`src/rtl/pipe_ctrl_pkg.sv`:
```
// Shared definitions for the pipeline stall/flush sequencer: register-index width,
// state codes and the state/enable/flush types used by the controller.
`ifndef PIPE_CTRL_DEFINES_SV
`define PIPE_CTRL_DEFINES_SV
`define REG_IDX_WIDTH  5
`define ENABLE         1'b1
`define PCTRL_ST_WIDTH 2
`define PCTRL_RUN      2'd0
`define PCTRL_MD_BUSY  2'd1
`define PCTRL_MEM_WAIT 2'd2
`endif

package pipe_ctrl_pkg;

   typedef enum logic [`PCTRL_ST_WIDTH-1:0] {
      ST_RUN      = `PCTRL_RUN,
      ST_MD_BUSY  = `PCTRL_MD_BUSY,
      ST_MEM_WAIT = `PCTRL_MEM_WAIT
   } pctrl_state_e;

   typedef struct packed {
      logic pc;
      logic if_id;
      logic id_ex;
      logic ex_mem;
      logic mem_wb;
   } pctrl_wen_t;

   typedef struct packed {
      logic if_id;
      logic id_ex;
      logic ex_mem;
      logic mem_wb;
   } pctrl_flush_t;

   localparam pctrl_wen_t   WEN_ALL   = '{default: `ENABLE};
   localparam pctrl_flush_t FLUSH_NONE = '{default: 1'b0};

endpackage

```
`src/rtl/pipe_ctrl_if.sv`:
```
// Hazard inputs and per-stage wen/flush outputs of the pipeline controller.
// Optional perf_stall_cnt_o exists only when PIPE_CTRL_PERF_EN is defined.
interface pipe_ctrl_if;
   logic [`REG_IDX_WIDTH-1:0] id_rs1_idx;
   logic                      id_rs1_ren;
   logic [`REG_IDX_WIDTH-1:0] id_rs2_idx;
   logic                      id_rs2_ren;
   logic [`REG_IDX_WIDTH-1:0] ex_rd_idx;
   logic                      ex_is_load;
   logic                      ex_redirect_i;
   logic                      ex_md_start_i;
   logic                      ex_md_done_i;
   logic                      mem_req_i;
   logic                      mem_ready_i;

   logic pc_wen_o;
   logic if_id_wen_o;
   logic id_ex_wen_o;
   logic ex_mem_wen_o;
   logic mem_wb_wen_o;
   logic if_id_flush_o;
   logic id_ex_flush_o;
   logic ex_mem_flush_o;
   logic mem_wb_flush_o;
   logic mem_timeout_o;
`ifdef PIPE_CTRL_PERF_EN
   logic [31:0] perf_stall_cnt_o;
`endif

   modport master (
      output id_rs1_idx, id_rs1_ren, id_rs2_idx, id_rs2_ren, ex_rd_idx, ex_is_load,
             ex_redirect_i, ex_md_start_i, ex_md_done_i, mem_req_i, mem_ready_i,
      input  pc_wen_o, if_id_wen_o, id_ex_wen_o, ex_mem_wen_o, mem_wb_wen_o,
             if_id_flush_o, id_ex_flush_o, ex_mem_flush_o, mem_wb_flush_o, mem_timeout_o
`ifdef PIPE_CTRL_PERF_EN
      , input perf_stall_cnt_o
`endif
   );

   modport slave (
      input  id_rs1_idx, id_rs1_ren, id_rs2_idx, id_rs2_ren, ex_rd_idx, ex_is_load,
             ex_redirect_i, ex_md_start_i, ex_md_done_i, mem_req_i, mem_ready_i,
      output pc_wen_o, if_id_wen_o, id_ex_wen_o, ex_mem_wen_o, mem_wb_wen_o,
             if_id_flush_o, id_ex_flush_o, ex_mem_flush_o, mem_wb_flush_o, mem_timeout_o
`ifdef PIPE_CTRL_PERF_EN
      , output perf_stall_cnt_o
`endif
   );
endinterface

```
`src/rtl/pipe_ctrl_dff.sv`:
```
// Plain register cell with asynchronous active-high reset to a parameterised value.
module pipe_ctrl_dff #(
   parameter int unsigned      W       = 1,
   parameter logic [W-1:0]     RST_VAL = '0
) (
   input  logic         clk,
   input  logic         rst,
   input  logic [W-1:0] d,
   output logic [W-1:0] q
);
   always_ff @(posedge clk or posedge rst) begin
      if (rst) q <= RST_VAL;
      else     q <= d;
   end
endmodule

```
`src/rtl/pipe_ctrl.sv`:
```
// Stall/flush sequencer for the pc, if_id, id_ex, ex_mem and mem_wb registers.
// Define PIPE_CTRL_PERF_EN to add the saturating stall-cycle counter perf_stall_cnt_o.
//
// state       | meaning
// ST_RUN      | normal issue; decode memory stall, mul/div start, redirect, load-use
// ST_MD_BUSY  | mul/div in flight; front end held, bubbles fed to ex_mem
// ST_MEM_WAIT | data bus access pending; whole pipe frozen until ready or timeout
module pipe_ctrl
   import pipe_ctrl_pkg::*;
#(
   parameter int unsigned MEM_TIMEOUT = 255,
   parameter int unsigned CNT_W       = 8
) (
   input  logic         clk,
   input  logic         rst,
   pipe_ctrl_if.slave   bus
);

   localparam bit               TO_EN   = (MEM_TIMEOUT != 0);
   localparam logic [CNT_W-1:0] TO_LAST = CNT_W'((MEM_TIMEOUT == 0) ? 0 : MEM_TIMEOUT - 1);

   pctrl_state_e                state_d;
   logic [`PCTRL_ST_WIDTH-1:0]  state_q;
   logic [CNT_W-1:0]            cnt_d;
   logic [CNT_W-1:0]            cnt_q;

   pctrl_wen_t   wen;
   pctrl_flush_t flush;
   logic         timeout;
   logic         load_use;
   logic         md_hold;

   pipe_ctrl_dff #(.W(`PCTRL_ST_WIDTH), .RST_VAL(`PCTRL_RUN)) u_state_reg (
      .clk (clk),
      .rst (rst),
      .d   (state_d),
      .q   (state_q)
   );

   pipe_ctrl_dff #(.W(CNT_W), .RST_VAL('0)) u_cnt_reg (
      .clk (clk),
      .rst (rst),
      .d   (cnt_d),
      .q   (cnt_q)
   );

   always_comb begin
      load_use = bus.ex_is_load && (bus.ex_rd_idx != '0) &&
                 ((bus.id_rs1_ren && (bus.id_rs1_idx == bus.ex_rd_idx)) ||
                  (bus.id_rs2_ren && (bus.id_rs2_idx == bus.ex_rd_idx)));
   end

   always_comb begin
      state_d = ST_RUN;
      cnt_d   = cnt_q;
      wen     = WEN_ALL;
      flush   = FLUSH_NONE;
      timeout = 1'b0;
      md_hold = 1'b0;

      case (state_q)
         ST_RUN: begin
            if (bus.mem_req_i && !bus.mem_ready_i) begin
               wen     = '0;
               cnt_d   = '0;
               state_d = ST_MEM_WAIT;
            end else if (bus.ex_md_start_i && !bus.ex_md_done_i) begin
               md_hold = 1'b1;
               state_d = ST_MD_BUSY;
            end else if (bus.ex_redirect_i) begin
               flush.if_id = 1'b1;
               flush.id_ex = 1'b1;
            end else if (load_use) begin
               wen.pc      = 1'b0;
               wen.if_id   = 1'b0;
               flush.id_ex = 1'b1;
            end
         end
         ST_MD_BUSY: begin
            if (!bus.ex_md_done_i) begin
               md_hold = 1'b1;
               state_d = ST_MD_BUSY;
            end
         end
         ST_MEM_WAIT: begin
            if (bus.mem_ready_i) begin
               state_d = ST_RUN;
            end else if (TO_EN && (cnt_q == TO_LAST)) begin
               // Abort: retire a bubble into WB and let the bubble in EX advance.
               wen.pc       = 1'b0;
               wen.if_id    = 1'b0;
               wen.id_ex    = 1'b0;
               flush.mem_wb = 1'b1;
               timeout      = 1'b1;
            end else begin
               wen     = '0;
               cnt_d   = cnt_q + CNT_W'(1);
               state_d = ST_MEM_WAIT;
            end
         end
         default: state_d = ST_RUN;
      endcase

      if (md_hold) begin
         wen.pc        = 1'b0;
         wen.if_id     = 1'b0;
         wen.id_ex     = 1'b0;
         flush.ex_mem  = 1'b1;
      end

      if (rst) begin
         wen     = '0;
         flush   = FLUSH_NONE;
         timeout = 1'b0;
      end
   end

   assign bus.pc_wen_o       = wen.pc;
   assign bus.if_id_wen_o    = wen.if_id;
   assign bus.id_ex_wen_o    = wen.id_ex;
   assign bus.ex_mem_wen_o   = wen.ex_mem;
   assign bus.mem_wb_wen_o   = wen.mem_wb;
   assign bus.if_id_flush_o  = flush.if_id;
   assign bus.id_ex_flush_o  = flush.id_ex;
   assign bus.ex_mem_flush_o = flush.ex_mem;
   assign bus.mem_wb_flush_o = flush.mem_wb;
   assign bus.mem_timeout_o  = timeout;

`ifdef PIPE_CTRL_PERF_EN
   logic [31:0] perf_cnt_d;
   logic [31:0] perf_cnt_q;

   always_comb begin
      perf_cnt_d = perf_cnt_q;
      if (!wen.pc && (perf_cnt_q != 32'hFFFF_FFFF)) perf_cnt_d = perf_cnt_q + 32'd1;
   end

   pipe_ctrl_dff #(.W(32), .RST_VAL('0)) u_perf_reg (
      .clk (clk),
      .rst (rst),
      .d   (perf_cnt_d),
      .q   (perf_cnt_q)
   );

   assign bus.perf_stall_cnt_o = perf_cnt_q;
`endif

endmodule

```
`src/flat_wrapper.sv`:
```
// flat-port wrapper written by rule: the top's interface ports become plain ports
module pipe_ctrl_flat import pipe_ctrl_pkg::*;
#(
   parameter int unsigned MEM_TIMEOUT = 255,
   parameter int unsigned CNT_W       = 8
)
  (clk, rst, bus_id_rs1_idx, bus_id_rs1_ren, bus_id_rs2_idx, bus_id_rs2_ren, bus_ex_rd_idx, bus_ex_is_load, bus_ex_redirect_i, bus_ex_md_start_i, bus_ex_md_done_i, bus_mem_req_i, bus_mem_ready_i, bus_pc_wen_o, bus_if_id_wen_o, bus_id_ex_wen_o, bus_ex_mem_wen_o, bus_mem_wb_wen_o, bus_if_id_flush_o, bus_id_ex_flush_o, bus_ex_mem_flush_o, bus_mem_wb_flush_o, bus_mem_timeout_o);
  pipe_ctrl_if bus_i ();
  input  logic clk;
  input  logic rst;
  input wire logic [$bits(bus_i.id_rs1_idx)-1:0] bus_id_rs1_idx;
  input wire logic [$bits(bus_i.id_rs1_ren)-1:0] bus_id_rs1_ren;
  input wire logic [$bits(bus_i.id_rs2_idx)-1:0] bus_id_rs2_idx;
  input wire logic [$bits(bus_i.id_rs2_ren)-1:0] bus_id_rs2_ren;
  input wire logic [$bits(bus_i.ex_rd_idx)-1:0] bus_ex_rd_idx;
  input wire logic [$bits(bus_i.ex_is_load)-1:0] bus_ex_is_load;
  input wire logic [$bits(bus_i.ex_redirect_i)-1:0] bus_ex_redirect_i;
  input wire logic [$bits(bus_i.ex_md_start_i)-1:0] bus_ex_md_start_i;
  input wire logic [$bits(bus_i.ex_md_done_i)-1:0] bus_ex_md_done_i;
  input wire logic [$bits(bus_i.mem_req_i)-1:0] bus_mem_req_i;
  input wire logic [$bits(bus_i.mem_ready_i)-1:0] bus_mem_ready_i;
  output wire logic [$bits(bus_i.pc_wen_o)-1:0] bus_pc_wen_o;
  output wire logic [$bits(bus_i.if_id_wen_o)-1:0] bus_if_id_wen_o;
  output wire logic [$bits(bus_i.id_ex_wen_o)-1:0] bus_id_ex_wen_o;
  output wire logic [$bits(bus_i.ex_mem_wen_o)-1:0] bus_ex_mem_wen_o;
  output wire logic [$bits(bus_i.mem_wb_wen_o)-1:0] bus_mem_wb_wen_o;
  output wire logic [$bits(bus_i.if_id_flush_o)-1:0] bus_if_id_flush_o;
  output wire logic [$bits(bus_i.id_ex_flush_o)-1:0] bus_id_ex_flush_o;
  output wire logic [$bits(bus_i.ex_mem_flush_o)-1:0] bus_ex_mem_flush_o;
  output wire logic [$bits(bus_i.mem_wb_flush_o)-1:0] bus_mem_wb_flush_o;
  output wire logic [$bits(bus_i.mem_timeout_o)-1:0] bus_mem_timeout_o;
  assign bus_i.id_rs1_idx = bus_id_rs1_idx;
  assign bus_i.id_rs1_ren = bus_id_rs1_ren;
  assign bus_i.id_rs2_idx = bus_id_rs2_idx;
  assign bus_i.id_rs2_ren = bus_id_rs2_ren;
  assign bus_i.ex_rd_idx = bus_ex_rd_idx;
  assign bus_i.ex_is_load = bus_ex_is_load;
  assign bus_i.ex_redirect_i = bus_ex_redirect_i;
  assign bus_i.ex_md_start_i = bus_ex_md_start_i;
  assign bus_i.ex_md_done_i = bus_ex_md_done_i;
  assign bus_i.mem_req_i = bus_mem_req_i;
  assign bus_i.mem_ready_i = bus_mem_ready_i;
  assign bus_pc_wen_o = bus_i.pc_wen_o;
  assign bus_if_id_wen_o = bus_i.if_id_wen_o;
  assign bus_id_ex_wen_o = bus_i.id_ex_wen_o;
  assign bus_ex_mem_wen_o = bus_i.ex_mem_wen_o;
  assign bus_mem_wb_wen_o = bus_i.mem_wb_wen_o;
  assign bus_if_id_flush_o = bus_i.if_id_flush_o;
  assign bus_id_ex_flush_o = bus_i.id_ex_flush_o;
  assign bus_ex_mem_flush_o = bus_i.ex_mem_flush_o;
  assign bus_mem_wb_flush_o = bus_i.mem_wb_flush_o;
  assign bus_mem_timeout_o = bus_i.mem_timeout_o;
  pipe_ctrl #(.MEM_TIMEOUT(MEM_TIMEOUT), .CNT_W(CNT_W)) u_core (.clk(clk), .rst(rst), .bus(bus_i));
endmodule
```
`config.mk`:
```
export PLATFORM = sky130hd
export DESIGN_NAME = pipe_ctrl_flat
export DESIGN_NICKNAME = d
export VERILOG_FILES = /design/src/rtl/pipe_ctrl_pkg.sv /design/src/rtl/pipe_ctrl_if.sv /design/src/rtl/pipe_ctrl_dff.sv /design/src/rtl/pipe_ctrl.sv /design/src/flat_wrapper.sv
export SDC_FILE = /design/constraint.sdc
export NUM_CORES = 1
export LEC_CHECK = 0
export CAP_MARGIN = 20
export CORE_MARGIN = 2
export CORE_UTILIZATION = 38
export CTS_BUF_LIST = sky130_fd_sc_hd__clkbuf_8 sky130_fd_sc_hd__clkbuf_16
export CTS_CLUSTER_DIAMETER = 100
export DETAILED_ROUTE_END_ITERATION = 10
export HOLD_SLACK_MARGIN = 0.05
export PLACE_DENSITY_LB_ADDON = 0.25
export SLEW_MARGIN = 20
export SYNTH_ARGS = -nofsm -noshare
export SYNTH_HDL_FRONTEND = slang
export SYNTH_SLANG_ARGS = --single-unit
```
`constraint.sdc`:
```
create_clock -name clk -period 2 [get_ports clk]
set_clock_uncertainty 0.15 [all_clocks]
set_input_delay 0.4 -clock clk [delete_from_list [all_inputs] [get_ports clk]]
set_output_delay 0.4 -clock clk [all_outputs]
set_load 0.1 [all_outputs]
```
Word-level counts from Yosys, hierarchy flattened
Index checks and enable logic that the tools add are counted.
{"block": "totals", "romBits": 0, "mem_bits_rw": 0, "ff_bits": 10, "memories": 0, "output_inout_bits": 10, "in_bits": 25, "latchBits": 0}
{"block": "classes", "n_bitwise": 0, "n_div": 0, "n_mul": 0, "n_lt_le_gt_ge": 0, "add_sub_neg": 1, "n_reduce_logical": 13, "n_mux": 36, "shifts": 0, "eq_ne": 8}
{"op": "$mux W8", "count": 3}
{"op": "$mux W2", "count": 11}
{"op": "$pmux W8 S2", "count": 1}
{"op": "$mux W1", "count": 13}
{"op": "$eq A5 B5 Y1", "count": 2}
{"op": "$mux W5", "count": 2}
{"op": "$pmux W5 S2", "count": 1}
{"op": "$add A8 B1 Y8 const B", "count": 1}
{"op": "$eq A8 B8 Y1 const B", "count": 1}
{"op": "$logic_and A1 B1 Y1", "count": 6}
{"op": "$mux W3", "count": 2}
{"op": "$pmux W2 S3", "count": 1}
{"op": "$reduce_bool A5 Y1", "count": 1}
{"op": "$mux W4", "count": 1}
{"op": "$ne A2 B2 Y1 const B", "count": 2}
{"op": "$reduce_and A4 Y1", "count": 1}
{"op": "$eq A2 B1 Y1 const B", "count": 1}
{"op": "$eq A2 B2 Y1 const B", "count": 1}
{"op": "$logic_not A1 Y1", "count": 2}
{"op": "$logic_not A2 Y1", "count": 1}
{"op": "$ne A2 B1 Y1 const B", "count": 1}
{"op": "$pmux W1 S2", "count": 1}
{"op": "$reduce_bool A2 Y1", "count": 1}
{"op": "$logic_or A1 B1 Y1", "count": 1}

Longest topological paths before layout
Gate-level depths: netlist of run 1.
{"block": "depth", "word_depth": 11, "depth_mapped": 8}

Hierarchy
Synthesis of run 1 repeated with hierarchy kept, for this count alone.
{"block": "hier_totals", "cells_unflattened": 96, "area_unflattened_um2": 797.0}
{"mod": "pipe_ctrl", "area_each_um2": 539.3, "cells_per_inst": 84, "n_inst": 1}
{"mod": "pipe_ctrl_dff at u_core.u_cnt_reg", "area_each_um2": 203.9, "cells_per_inst": 9, "n_inst": 1}
{"mod": "pipe_ctrl_dff at u_core.u_state_reg", "area_each_um2": 53.8, "cells_per_inst": 3, "n_inst": 1}

Worst setup path after synthesis of run 1
No wires, ideal clock.
{"block": "synth_timing", "path_kind": "reg2out", "from": "register u_core.u_cnt_reg.q[0]", "to": "output bus_mem_wb_flush_o", "t_required_ns": 1.450, "setup_slack_ns": -2.220, "stages_incl_launch_ff": 7, "arrival_time_ns": 3.670, "path_buffers": 1, "cell_sequence": "dfrtp_1 inv_1 ha_1 and4b_1 nand3_1 nor3_1 buf_4"}
{"block": "synth_via", "elab_chain_len": 5}
{"element": "start: declaration", "line_no": "pipe_ctrl_dff.sv:9", "rtl": "output logic [W-1:0] q"}
{"element": "start signal: assignment", "line_no": "pipe_ctrl_dff.sv:12", "rtl": "if (rst) q <= RST_VAL;"}
{"element": "start signal: assignment", "line_no": "pipe_ctrl_dff.sv:13", "rtl": "else q <= d;"}
{"element": "$eq A8 B8 Y1", "line_no": "pipe_ctrl.sv:88", "rtl": "end else if (TO_EN && (cnt_q == TO_LAST)) begin"}
{"element": "$mux W1", "line_no": "pipe_ctrl.sv:88"}
{"element": "$mux W1", "line_no": "pipe_ctrl.sv:86", "rtl": "if (bus.mem_ready_i) begin"}
{"element": "$mux W1", "line_no": "pipe_ctrl.sv:61", "rtl": "case (state_q)"}
{"element": "$mux W4", "line_no": "pipe_ctrl.sv:111", "rtl": "if (rst) begin"}
{"element": "end: declaration", "line_no": "flat_wrapper.sv:30", "rtl": "output wire logic [$bits(bus_i.mem_wb_flush_o)-1:0] bus_mem_wb_flush_o;"}
Every way passes these cells.

Final worst setup path of run 1
{"block": "layout_timing", "from": "input bus_id_rs1_idx[2]", "to": "output bus_if_id_wen_o"}
{"block": "layout_via", "elab_chain_len": 11}
{"element": "start: declaration", "line_no": "flat_wrapper.sv:11", "rtl": "input wire logic [$bits(bus_i.id_rs1_idx)-1:0] bus_id_rs1_idx;"}
{"element": "$eq A5 B5 Y1", "line_no": "pipe_ctrl.sv:49", "rtl": "((bus.id_rs1_ren && (bus.id_rs1_idx == bus.ex_rd_idx)) ||"}
{"element": "$logic_and A1 B1 Y1", "line_no": "pipe_ctrl.sv:49"}
{"element": "$logic_or A1 B1 Y1", "line_no": "pipe_ctrl.sv:49"}
{"element": "$logic_and A1 B1 Y1", "line_no": "pipe_ctrl.sv:48", "rtl": "load_use = bus.ex_is_load && (bus.ex_rd_idx != '0) &&"}
{"element": "$mux W2", "line_no": "pipe_ctrl.sv:73", "rtl": "end else if (load_use) begin"}
{"element": "$mux W2", "line_no": "pipe_ctrl.sv:70", "rtl": "end else if (bus.ex_redirect_i) begin"}
{"element": "$mux W2", "line_no": "pipe_ctrl.sv:67", "rtl": "end else if (bus.ex_md_start_i && !bus.ex_md_done_i) begin"}
{"element": "$mux W2", "line_no": "pipe_ctrl.sv:63", "rtl": "if (bus.mem_req_i && !bus.mem_ready_i) begin"}
{"element": "$pmux W5 S2", "line_no": "pipe_ctrl.sv:61"}
{"element": "$mux W3", "line_no": "pipe_ctrl.sv:104", "rtl": "if (md_hold) begin"}
{"element": "$mux W5", "line_no": "pipe_ctrl.sv:111"}
{"element": "end: declaration", "line_no": "flat_wrapper.sv:23", "rtl": "output wire logic [$bits(bus_i.if_id_wen_o)-1:0] bus_if_id_wen_o;"}
Every way passes these cells.

==> results of run 1 <==
## tightest hold or removal path, cell delays in order
cell	delay, ns
dlygate4sd2_1	0.26
buf_4	0.19
inv_1	0.31
## synth_stat cells, drive strengths merged, types with 4 or more instances
cell	instances	area [µm²]
xor2	8	70.1
buf	5	45.0
nand2	9	33.8
dfrtp	10	250
nor2	10	37.5
nand3	4	20.0
nand2b	4	25.0
## area by class of cell
| class | instances | area, µm² |
|---|---|---|
| flip-flops and latches | 10 | 250 |
| repair buffers | 64 | 667 |
| clock buffers | 4 | 55.1 |
| inverters | 3 | 11.3 |
| multi-input cells | 79 | 739 |
| well taps | 28 | 35.0 |
| fillers | 128 | 390 |
## power by group through the flow
stage               Sequential, mW  Combinational (mW)  Clock (mW)
finish                       0.229               0.513       0.255
CTS                          0.229               0.493       0.261
global placement             0.227               0.438           0
global route                 0.230               0.539       0.266
floorplan                    0.235               0.253           0
detailed placement           0.228               0.446           0
## registers in the layout, summed over array words and instances, names as in the netlist
signal and cells:
u_core.u_cnt_reg.q 8, u_core.u_state_reg.q 2
## worst max path at each step
stage                               endpoint  cells after the start
after floorplan           bus_mem_wb_flush_o                      6
after global placement          bus_pc_wen_o                      6
after detailed placement     bus_if_id_wen_o                      6
after CTS                    bus_if_id_wen_o                      6
after global routing         bus_if_id_wen_o                      7
final                        bus_if_id_wen_o                      6
## per-layer routing
metal  up-vias  global-route usage  routed length, µm
li1        467                   -                  -
met1       454               0.268               1130
met2        34               0.433               1470
met3         4              0.0497                165
met4         0              0.0991                 26
met5         -                   0                  0
## what timing repair did
item                       in CTS  in global routing
pin swaps                      24                  8
setup endpoints to repair      16                 10
resized for setup              80                  4
setup buffers                   6                  2
## cell families after synthesis
kind of cell / count (synthesis)
fa+ha+maj: 2
xor+xnor: 10
buf+inv: 8
flops: 10
compound gates: 14
simple gates: 49
mux: 4
## through the flow
stage,cell area [µm²],TNS (ns),std cells,utilization
global placement,1540,-7.19,176,0.717
detailed placement,1540,-7.46,176,0.717
global route,1760,-2.43,188,0.818
floorplan,982,-2.61,97,-
finish,1760,-1.78,188,0.818
CTS,1720,-1.76,186,0.802
==> run metrics, run 1 <==
simple-gate portion of the synthesized area 0.315; grt total ovfl 0; slew margin rel. 0.741; # rows 17; final WL around 2800 µm; combinational power share 0.515; Startpoint Class input pin; Residual DRC 0; Flop pwr share 0.230; Period minus WS final between 2 and 2.5 ns; Post-Synth Adder-Cell Area 0.0297; worst hold path type in2async; CP cell instances clkdlybuf4s15_1 -> xor2_1 -> nor4_2 -> a32oi_2 -> o211a_4 -> buf_12; CP max stage delay roughly 0.31 ns; WL per Instance around 15 µm; fraction of layout cells with a size suffix above 1 0.519; largest family of logic cells by synthesized area simple AND/OR/NAND/NOR gates; crit path launch bus_id_rs1_idx[2]; mux cell area share after synthesis 0.0534; Synth Cell Area between 800 and 900 µm²; vias between 900 and 1000; Hold Buf Count CTS 0; largest net degree at the start of global routing 11; Mean Syn Cell Area between 8 and 9 µm²; r2r setup slk ~0.050 ns; CP Data Arrival Time 1.71 ns; clock sink count 10; # IOs 35; share of synthesized registers carrying an async set or reset 1.00; die height about 50 µm; Synth Area in Compound Gates 0.135; R2R Path End u_core.u_cnt_reg.q[1]; first-pass GRT wire length between 4000 and 5000 µm; Main synth FF type dfrtp_1; Post-Syn Nets 124; Max IR drop VDD approximately 0.58 mV; Cell Pwr Density 567 mW/mm²; first-pass detailed-route iteration total 4; Crit Path Category in2out; vias per cell a little over 5; post-route ant nets 0; commonest non-fill, non-tap cells in the layout 24 x buf_4, 10 x buf_12, 10 x dfrtp_1, 9 x nand2_1, 8 x buf_6; Skew-Pair Late Insertion Delay 0.24 ns; reg2reg path depth 5; CTS root buffer clkbuf_8; Pint around 630 µW; Final Max Slew Viols 0; Syn Inst Count slightly below 100; LEAKAGE just over 0.8 nW; switching power share of the total 0.366; 1st-iter DRT viols 8; core box area roughly 0.0021 mm²; Net Sw Power between 300 and 400 µW; number of synthesized flops with an enable pin 0; crit share post-route 1.13; clock power share 0.256; Final WS setup -0.256 ns; H-tree depth 1; die area approximately 0.0026 mm²; Layout area overhead 108%; violated checks negative setup slack; RR Startpoint u_core.u_state_reg.q[0]; final hold viol count 0; RSZ-0062 raised after global routing yes; CTS Buffer Depth 2; power consumption 996 µW; most common cell after layout, fill and taps aside buf_4; Ys Warns 0; routability cong. approximately 0.74; Seq/Total Area, Yosys 0.297; Die X about 51 µm; initial antenna violation count 0; Worst Path Max Fanout 2; xor-xnor portion of the synthesized cell area 0.104; diode count 0; # port buffers 34; TritonCTS clock tree done; # setup viols final 10; Tightest Pin Transition 0.388 ns; crit path buf inv count 2; slowest CP cell o211a_4; max-cap violation count 0; Req. time, crit path around 1.5 ns; maximum clock rate approximately 440 MHz; Min Hold Slack about 0.35 ns; dpl hpwl 2050 µm; Yosys reg bits 10; Tot GR Track Use 0.239; Synth cell types 37; status complete, but fails checks; initial core utilization 0.393; vias in the first global route approximately 1000; TritonCTS Buffers 3; CP Capture Type primary output; Setup WS pre-CTS -0.648 ns; nets@finish 188; cell family with most CP delay compound AO/OA/AOI/OAI gates; CTS clk-pin slew, worst paths around 0.05 ns
(Power assumes the default switching activity.)
==> run 2, diff against run 1 <==
--- a/config.mk
+++ b/config.mk
@@ -6,8 +6,10 @@
 export NUM_CORES = 1
 export LEC_CHECK = 0
 export CAP_MARGIN = 20
+export CELL_PAD_IN_SITES_DETAIL_PLACEMENT = 1
+export CELL_PAD_IN_SITES_GLOBAL_PLACEMENT = 2
 export CORE_MARGIN = 2
-export CORE_UTILIZATION = 38
+export CORE_UTILIZATION = 21
 export CTS_BUF_LIST = sky130_fd_sc_hd__clkbuf_8 sky130_fd_sc_hd__clkbuf_16
 export CTS_CLUSTER_DIAMETER = 100
 export DETAILED_ROUTE_END_ITERATION = 10
==> run 2 against run 1 <==
  * The run still ends with negative setup slack left
  * First-iteration DRC count up 63%
  * Largest power group unchanged
  * Worst hold slack improved by 0.029 ns
  * Critical path depth is 1 lower
  * Design area down 1.9%
  * Sequential cell count unchanged
  * Critical path type is now reg2out
  * Combinational power fell by 3%
  * Largest cell class unchanged
  * Highest routed layer unchanged
==> run metrics, run 2 (synthesized netlist as in run 1, its figures left out) <==
vias in the first global route 1026 (-1.4%); Min Hold Slack 0.380 ns (+0.0294 ns); diode count 0 (unchanged); TritonCTS clock tree done; Period minus WS final 2.28 ns (+0.0237 ns); initial antenna violation count 0 (unchanged); Skew-Pair Late Insertion Delay 0.24 ns (about the same); worst hold path type in2async; Layout area overhead 105%; max reg flops 8 (unchanged); # IOs 35 (unchanged); core box area 0.00394 mm² (+84%); Tot GR Track Use 0.153 (-0.0854); # rows 23 (+6); CTS root buffer clkbuf_8; max-cap violation count 0 (unchanged); first-pass GRT wire length 5090 µm (+12%); Biggest register u_core.u_cnt_reg.q; 1st-iter DRT viols 13 (+5); final instance area 0.00173 mm² (-1.9%); dpl hpwl 2590 µm (+26%); Crit Path Category reg2out; setup TNS -2.24 ns (-0.458 ns); crit path launch u_core.u_state_reg.q[1]; Cell Pwr Density 571 mW/mm² (+0.67%); largest net degree at the start of global routing 11 (unchanged); # setup viols final 10 (unchanged); # port buffers 34 (unchanged); RR Startpoint u_core.u_state_reg.q[1]; Final Max Slew Viols 0 (unchanged); fraction of layout cells with a size suffix above 1 0.540 (+0.0216); initial core utilization 0.214 (-0.179); fillers 442 (+250%); Tightest Pin Transition 0.434 ns (+0.0457 ns); commonest non-fill, non-tap cells in the layout 31 x buf_4, 10 x buf_12, 9 x dfrtp_1, 8 x nand2_1, 8 x xor2_1; first-pass detailed-route iteration total 2 (-2); Worst Path Max Fanout 4 (+2); vias per cell 4.60 (-9.9%); H-tree depth 1 (unchanged); Register Area 251 µm² (+0.50%); post-route ant nets 0 (unchanged); CP Data Arrival Time 1.73 ns (+0.02 ns); Residual DRC 0 (unchanged); crit share post-route 1.14 (+0.0119); CTS clk-pin slew, worst paths 0.05 ns (about the same); Die X 67.4 µm (+32%); Placed Area 0.00161 mm² (+4.7%); vias 970 (+1.1%); maximum clock rate 439 MHz (-1.0%); clock sink count 10 (unchanged); grt total ovfl 0 (unchanged); slew margin rel. 0.710 (-0.0305); violated checks negative setup slack; CP Capture Type primary output; nets@finish 189 (+0.53%); Startpoint Class register; final hold viol count 0 (unchanged); die height 67.4 µm (+32%); final WL 3180 µm (+14%); die area 0.00454 mm² (+74%); Req. time, crit path 1.45 ns (about the same); LEAKAGE 0.810 nW (+0.48%); Final WS setup -0.279 ns (-0.0237 ns); area of the multi-input gates 711 µm² (-3.9%); top flop regs u_core.u_cnt_reg.q x8, u_core.u_state_reg.q x2; routability cong. 0.709 (-4.0%); post-layout util 0.438 (-0.381); RSZ-0062 raised after global routing yes; Max IR drop VDD 0.333 mV (-42%); WL per Instance 15.1 µm (+1.4%); TritonCTS Buffers 3 (unchanged); power consumption 984 µW (-1.2%); CTS Buffer Depth 2 (unchanged); status complete, but fails checks; most common cell after layout, fill and taps aside buf_4
run 2: final cells by class:
class / instances / share of cell area
multi-input combinational: 79 / 0.412
sequential: 10 / 0.146
tap: 50 / 0.0363
inverter: 3 / 0.00653
clock buffer: 4 / 0.0319
timing repair buffer: 65 / 0.368
run 2: per-layer routing:
| layer | vias up | global-route usage | part of all wire |
|---|---|---|---|
| met5 | - | 0 | 0 |
| met2 | 25 | 0.264 | 0.50 |
| met1 | 471 | 0.195 | 0.43 |
| met4 | 0 | 0.0306 | 0.0050 |
| li1 | 471 | - | - |
| met3 | 3 | 0.0367 | 0.058 |
run 2: what timing repair did:
item,CTS,global route
setup endpoints to repair,18,11
hold buffers,0,0
setup buffers,3,2
pin swaps,24,10
gates resized for setup,73,8
run 2: worst max-delay path, stage by stage, from the launching register on:
cell	delay, ns
dfrtp_1	0.43
or4b_4	0.56
o21ai_4	0.10
and2_4	0.19
nor2_4	0.05
buf_12	0.16
run 2: path summary, 6_finish.rpt:
path | slack [ns] | depth (start not counted) | end
max in group asynchronous | 0.99 | 3 | u_core.u_state_reg.q[0]
max reg2reg | 0 | 5 | u_core.u_cnt_reg.q[1]
max | -0.28 | 5 | bus_mem_wb_wen_o
min | 0.38 | 3 | u_core.u_state_reg.q[1]
min in group clk | 0.42 | 2 | u_core.u_cnt_reg.q[7]
min reg2reg | 0.42 | 2 | u_core.u_cnt_reg.q[7]
run 2: per-stage QoR:
stage	worst slack, ns	cells
after floorplan	-0.628	97
after global placement	-0.635	204
after detailed placement	-0.644	204
after CTS	-0.301	210
after global routing	-0.337	211
final	-0.279	211
run 2: power breakdown:
group          switching [mW]  internal (mW)
Clock                  0.0807          0.173
Combinational           0.266          0.233
Sequential             0.0149          0.217
